$ cat src/rtl/memory_arbiter.sv
// Purpose: two-master round-robin arbiter in front of a single memory port, one transaction outstanding.
// Latency: request in cycle n -> ready/enable in n+1; completion passes straight through; one idle bubble after each completion.
// Backpressure: memory_ready low holds the current grant indefinitely; the other master's ready stays low.
module memory_arbiter #(
    parameter int ADDRESS_WIDTH = 32,
    parameter int DATA_WIDTH    = 32
) (
    input  logic                      clk,
    input  logic                      reset,

    input  logic                      m0_request,
    output logic                      m0_ready,
    input  logic                      m0_enable,
    input  logic                      m0_command,
    input  logic [ADDRESS_WIDTH-1:0]  m0_address,
    input  logic [DATA_WIDTH-1:0]     m0_write_data,
    input  logic [DATA_WIDTH/8-1:0]   m0_write_strobe,
    output logic                      m0_valid,
    output logic [DATA_WIDTH-1:0]     m0_read_data,

    input  logic                      m1_request,
    output logic                      m1_ready,
    input  logic                      m1_enable,
    input  logic                      m1_command,
    input  logic [ADDRESS_WIDTH-1:0]  m1_address,
    input  logic [DATA_WIDTH-1:0]     m1_write_data,
    input  logic [DATA_WIDTH/8-1:0]   m1_write_strobe,
    output logic                      m1_valid,
    output logic [DATA_WIDTH-1:0]     m1_read_data,

    input  logic                      memory_ready,
    output logic                      memory_enable,
    output logic                      memory_command,
    output logic [ADDRESS_WIDTH-1:0]  memory_address,
    output logic [DATA_WIDTH-1:0]     memory_write_data,
    output logic [DATA_WIDTH/8-1:0]   memory_write_strobe,
    input  logic                      memory_valid,
    input  logic [DATA_WIDTH-1:0]     memory_read_data,

    output logic [1:0]                debug_state
);

    typedef enum logic [1:0] {
        IDLE    = 2'd0,
        GRANTED = 2'd1,
        WAIT    = 2'd2
    } state_t;

    state_t state;
    logic   owner;
    logic   last_owner;

    logic   granted;
    logic   waiting;
    logic   owner_request;
    logic   owner_enable;
    logic   issue;

    // Decode the current phase and the owning master's handshake inputs.
    always_comb begin
        granted       = (state == GRANTED);
        waiting       = (state == WAIT);
        owner_request = owner ? m1_request : m0_request;
        owner_enable  = owner ? m1_enable  : m0_enable;
        issue         = granted & memory_ready & owner_enable;
    end

    // Handshake outputs: ready only to the owner while granted, valid only to the owner while waiting.
    always_comb begin
        memory_enable = issue;
        m0_ready      = granted & ~owner & memory_ready;
        m1_ready      = granted &  owner & memory_ready;
        m0_valid      = waiting & ~owner & memory_valid;
        m1_valid      = waiting &  owner & memory_valid;
        m0_read_data  = memory_read_data;
        m1_read_data  = memory_read_data;
        debug_state   = state;
    end

    // Downstream request mux follows the owner while a grant or transaction is live, zero otherwise.
    always_comb begin
        memory_command      = 1'b0;
        memory_address      = '0;
        memory_write_data   = '0;
        memory_write_strobe = '0;
        if (granted || waiting) begin
            memory_command      = owner ? m1_command      : m0_command;
            memory_address      = owner ? m1_address      : m0_address;
            memory_write_data   = owner ? m1_write_data   : m0_write_data;
            memory_write_strobe = owner ? m1_write_strobe : m0_write_strobe;
        end
    end

    // Arbitration state machine; last_owner resets to 1 so m0 wins the first tie.
    always_ff @(posedge clk) begin
        if (reset) begin
            state      <= IDLE;
            owner      <= 1'b0;
            last_owner <= 1'b1;
        end else begin
            case (state)
                IDLE: begin
                    if (m0_request && m1_request) begin
                        owner <= ~last_owner;
                        state <= GRANTED;
                    end else if (m0_request) begin
                        owner <= 1'b0;
                        state <= GRANTED;
                    end else if (m1_request) begin
                        owner <= 1'b1;
                        state <= GRANTED;
                    end
                end
                GRANTED: begin
                    if (issue) begin
                        last_owner <= owner;
                        state      <= WAIT;
                    end else if (!owner_request) begin
                        state <= IDLE;
                    end
                end
                WAIT: begin
                    if (memory_valid) begin
                        state <= IDLE;
                    end
                end
                default: state <= IDLE;
            endcase
        end
    end

endmodule
$ cat config.mk
export PLATFORM = sky130hd
export DESIGN_NAME = memory_arbiter
export DESIGN_NICKNAME = d
export VERILOG_FILES = /design/src/rtl/memory_arbiter.sv
export SDC_FILE = /design/constraint.sdc
export NUM_CORES = 1
export LEC_CHECK = 0
export CAP_MARGIN = 20
export CORE_AREA = 2 2 125 127
export CTS_CLUSTER_DIAMETER = 200
export CTS_CLUSTER_SIZE = 28
export DETAILED_ROUTE_END_ITERATION = 10
export DIE_AREA = 0 0 127 129
export SLEW_MARGIN = 20
export SYNTH_ARGS = -nofsm -noshare
export SYNTH_HDL_FRONTEND = slang
export SYNTH_SLANG_ARGS = --single-unit
$ cat constraint.sdc
create_clock -name clk -period 2.8 [get_ports clk]
set_input_delay 0.28 -clock clk [delete_from_list [all_inputs] [get_ports clk]]
set_output_delay 0.28 -clock clk [all_outputs]
set_load 0.02 [all_outputs]
==> flow_summary_export.csv <==
group,metric,value,unit
hold_path,min_path_type,"reg -> reg",
timing,rsz0062_at_grt,"no",
routing,drt_iter0_markers,48,
place,io_buffer_count,221,
place,dpl.hpwl,6.645,mm
yosys,yosys_warnings,0,
place,gp_congestion,0.7084,
routing,firstDrtPassIters,4,
timing,tightest_slew,0.2992,ns
outcome,status,"finished clean",
timing,period_needed,2.423,ns
yosys,ys_ff_latch,4,
yosys,yosysSeqAreaShare,3.924,%
timing,report.final.setup_viol,0,
clock_network,cts.clk_slew.worst_paths,0.03,ns
routing,via_count,2216,
critical_path,path_max_fanout,69,
clock_network,cts_setup_buffers,0,
routing,wl_per_cell,13.48,µm
floorplan,row_count,45,
clock_network,root_buffer,"clkbuf_16",
layout,fin_util,26.78,%
timing,hold_violations,0,
flow_run,max-cap-violations,0,
place,place_ws,0.6162,ns
yosys,synth-compound-area-share,2.820,%
layout,num-nets-final,586,
floorplan,die_x,127,µm
yosys,synth_fp_nets,436,
yosys,yosys.area_share.simple,25.20,%
timing,relSlewSlack,80.05,%
yosys,ys_types,25,
critical_path,cp.required,2.52,ns
routing,wl,7.982,mm
pwr,p_per_area,440.0,nW/µm²
clock_network,cts_hold_buffers,0,
global_route,grt_overflow,0,
clock_network,htreeDepth,1,
yosys,synth_xor_area_share,0,%
global_route,grt_pass1_vias,2284,
layout,area.sequential,83.83,µm²
routing,drc,0,
yosys,synthAdderAreaFrac,1.839,%
clock_network,clockBufferDepth,2,
yosys,synth_area,2041,µm²
layout,diodes,0,
yosys,synth_top_family_by_area,"multiplexers",
yosys,synth.mux.area_fraction,35.56,%
global_route,grt_pass1_wl,11.46,mm
clock_network,cts_resized,0,
floorplan,core,14980,µm²
critical_path,arrival,2.14,ns
pwr,peakVddDrop,0.1854,mV
critical_path,end_kind,"primary output",
clock_network,clkLatencyLatePin,0.23,ns
floorplan,initial_utilization,13.63,%
critical_path,critical_path_class,"reg -> out",
timing,drv_slew,0,
pwr,leakagePower,1.378,nW
floorplan,die_h,129,µm
layout,area_growth,96.51,%
floorplan,io_pins,318,
routing,detail-route-antenna-nets,0,
timing,worst_slack,0.3770,ns
timing,finalSetupTns,0,ns
floorplan,dieArea,16380,µm²
layout,drive_gt1_share,3.465,%
global_route,grt_antenna_before_repair,0,
clock_network,numClockSinks,4,
routing,drt-vias-per-instance,3.743,
global_route,grt_util_all_layers,8.770,%
timing,fmax,412.7,MHz
timing,finClkSkew,0.002418,ns
yosys,postSynthAreaPerCell,8.003,µm²
clock_network,cts_buffers,3,
yosys,syn_inst,255,
clock_network,tritoncts,"yes",
layout,fillers,1600,
timing,fin_crit_sh,86.54,%
critical_path,start_kind,"register",
layout,multi_input_area,1338,µm²
global_route,grt_max_degree,70,
[worst paths after layout]
| path | end | startpoint | depth (start not counted) | slack [ns] |
|---|---|---|---|---|
| setup / recovery | memory_write_data[17] | debug_state[0] | 5 | 0.38 |
| hold / removal | debug_state[0] | debug_state[0] | 2 | 0.54 |
| setup reg to reg | debug_state[0] | owner | 5 | 1.28 |
| hold reg to reg | debug_state[0] | debug_state[0] | 2 | 0.54 |
[cells in the mapped netlist (all sizes together)]
master	n	area share, %
and3	2	0.61
mux2i	71	35
nand2b	2	0.61
a32oi	1	0.43
nor2b	70	21
ha	3	1.8
nand2	6	1.2
buf	74	29
clkbuf	6	1.1
dfxtp	4	3.9
nor2	5	1.0
o21ai	1	0.43
a21oi	3	0.92
mux2	1	0.74
inv	2	0.37
a31oi	1	0.31
a21o	1	0.37
o21bai	1	0.37
nand3	1	0.25
[critical path, cell delays in order (launching register included)]
cell and delay [ns]:
dfxtp_1 0.36, inv_1 0.08, ha_2 0.34, buf_12 0.24
nor2b_1 0.22, clkdlybuf4s50_1 0.65
[logic make-up (layout without fill, tap and decap cells)]
kind of cell	after synthesis	after routing
AO/OA/AOI/OAI	8	8
adder cells (fa/ha/maj)	3	3
AND/OR/NAND/NOR	86	86
flip-flops	4	4
multiplexers	72	72
buffers and inverters	82	231
[power by group]
part | switching (mW) | leakage [nW] | internal [mW]
logic | 0.647 | 1.31 | 0.795
clock network | 0.0429 | 0.0382 | 0.188
registers | 0.0226 | 0.0336 | 0.0684
total | 0.713 | 1.38 | 1.05
[sequential cells by signal (all words and copies together) (netlist names)]
signal and cells:
debug_state 2, last_owner 1, owner 1
[cells in the final DEF (no fill, tap or decap), drive strengths merged]
master	count
nand2	6
inv	2
dfxtp	4
buf	4
ha	3
mux2i	71
o21ai	1
nor2b	70
o21bai	1
and3	2
nand3	1
a31oi	1
a32oi	1
nor2	5
mux2	1
a21oi	3
clkbuf	4
a21o	1
nand2b	2
clkdlybuf4s50	221
[through the flow]
| step | total power, mW | cells | hold WS [ns] | area, µm² |
|---|---|---|---|---|
| 6_report | 1.764 | 592 | 0.5400 | 4010 |
| 5_1_grt | 1.870 | 592 | 0.5600 | 4010 |
| 4_1_cts | 1.797 | 592 | 0.5460 | 4010 |
| 3_5_place_dp | 1.551 | 588 | 0.5357 | 3931 |
| 3_3_place_gp | 1.534 | 588 | 0.5011 | 3931 |
| 2_1_floorplan | 0.9838 | 255 | 0.3491 | 2041 |
[layer usage]
metal  vias to the layer above  part of all wire, %  wire length (µm)  GRT usage [%]
met4                         0                  3.3               267          3.491
li1                       1070                    -                 -              -
met3                        36                   10               823          2.620
met2                       142                   52              4143          17.08
met1                       968                   34              2747          8.689
met5                         -                    0                 0              0
[area by class of cell]
type,instances,area share (%)
timing repair buffer,225,56.54
multi-input combinational,169,33.35
tap,188,5.866
sequential,4,2.090
clock buffer,4,1.966
inverter,2,0.1872
No activity file was read; power rests on OpenSTA's default activity.
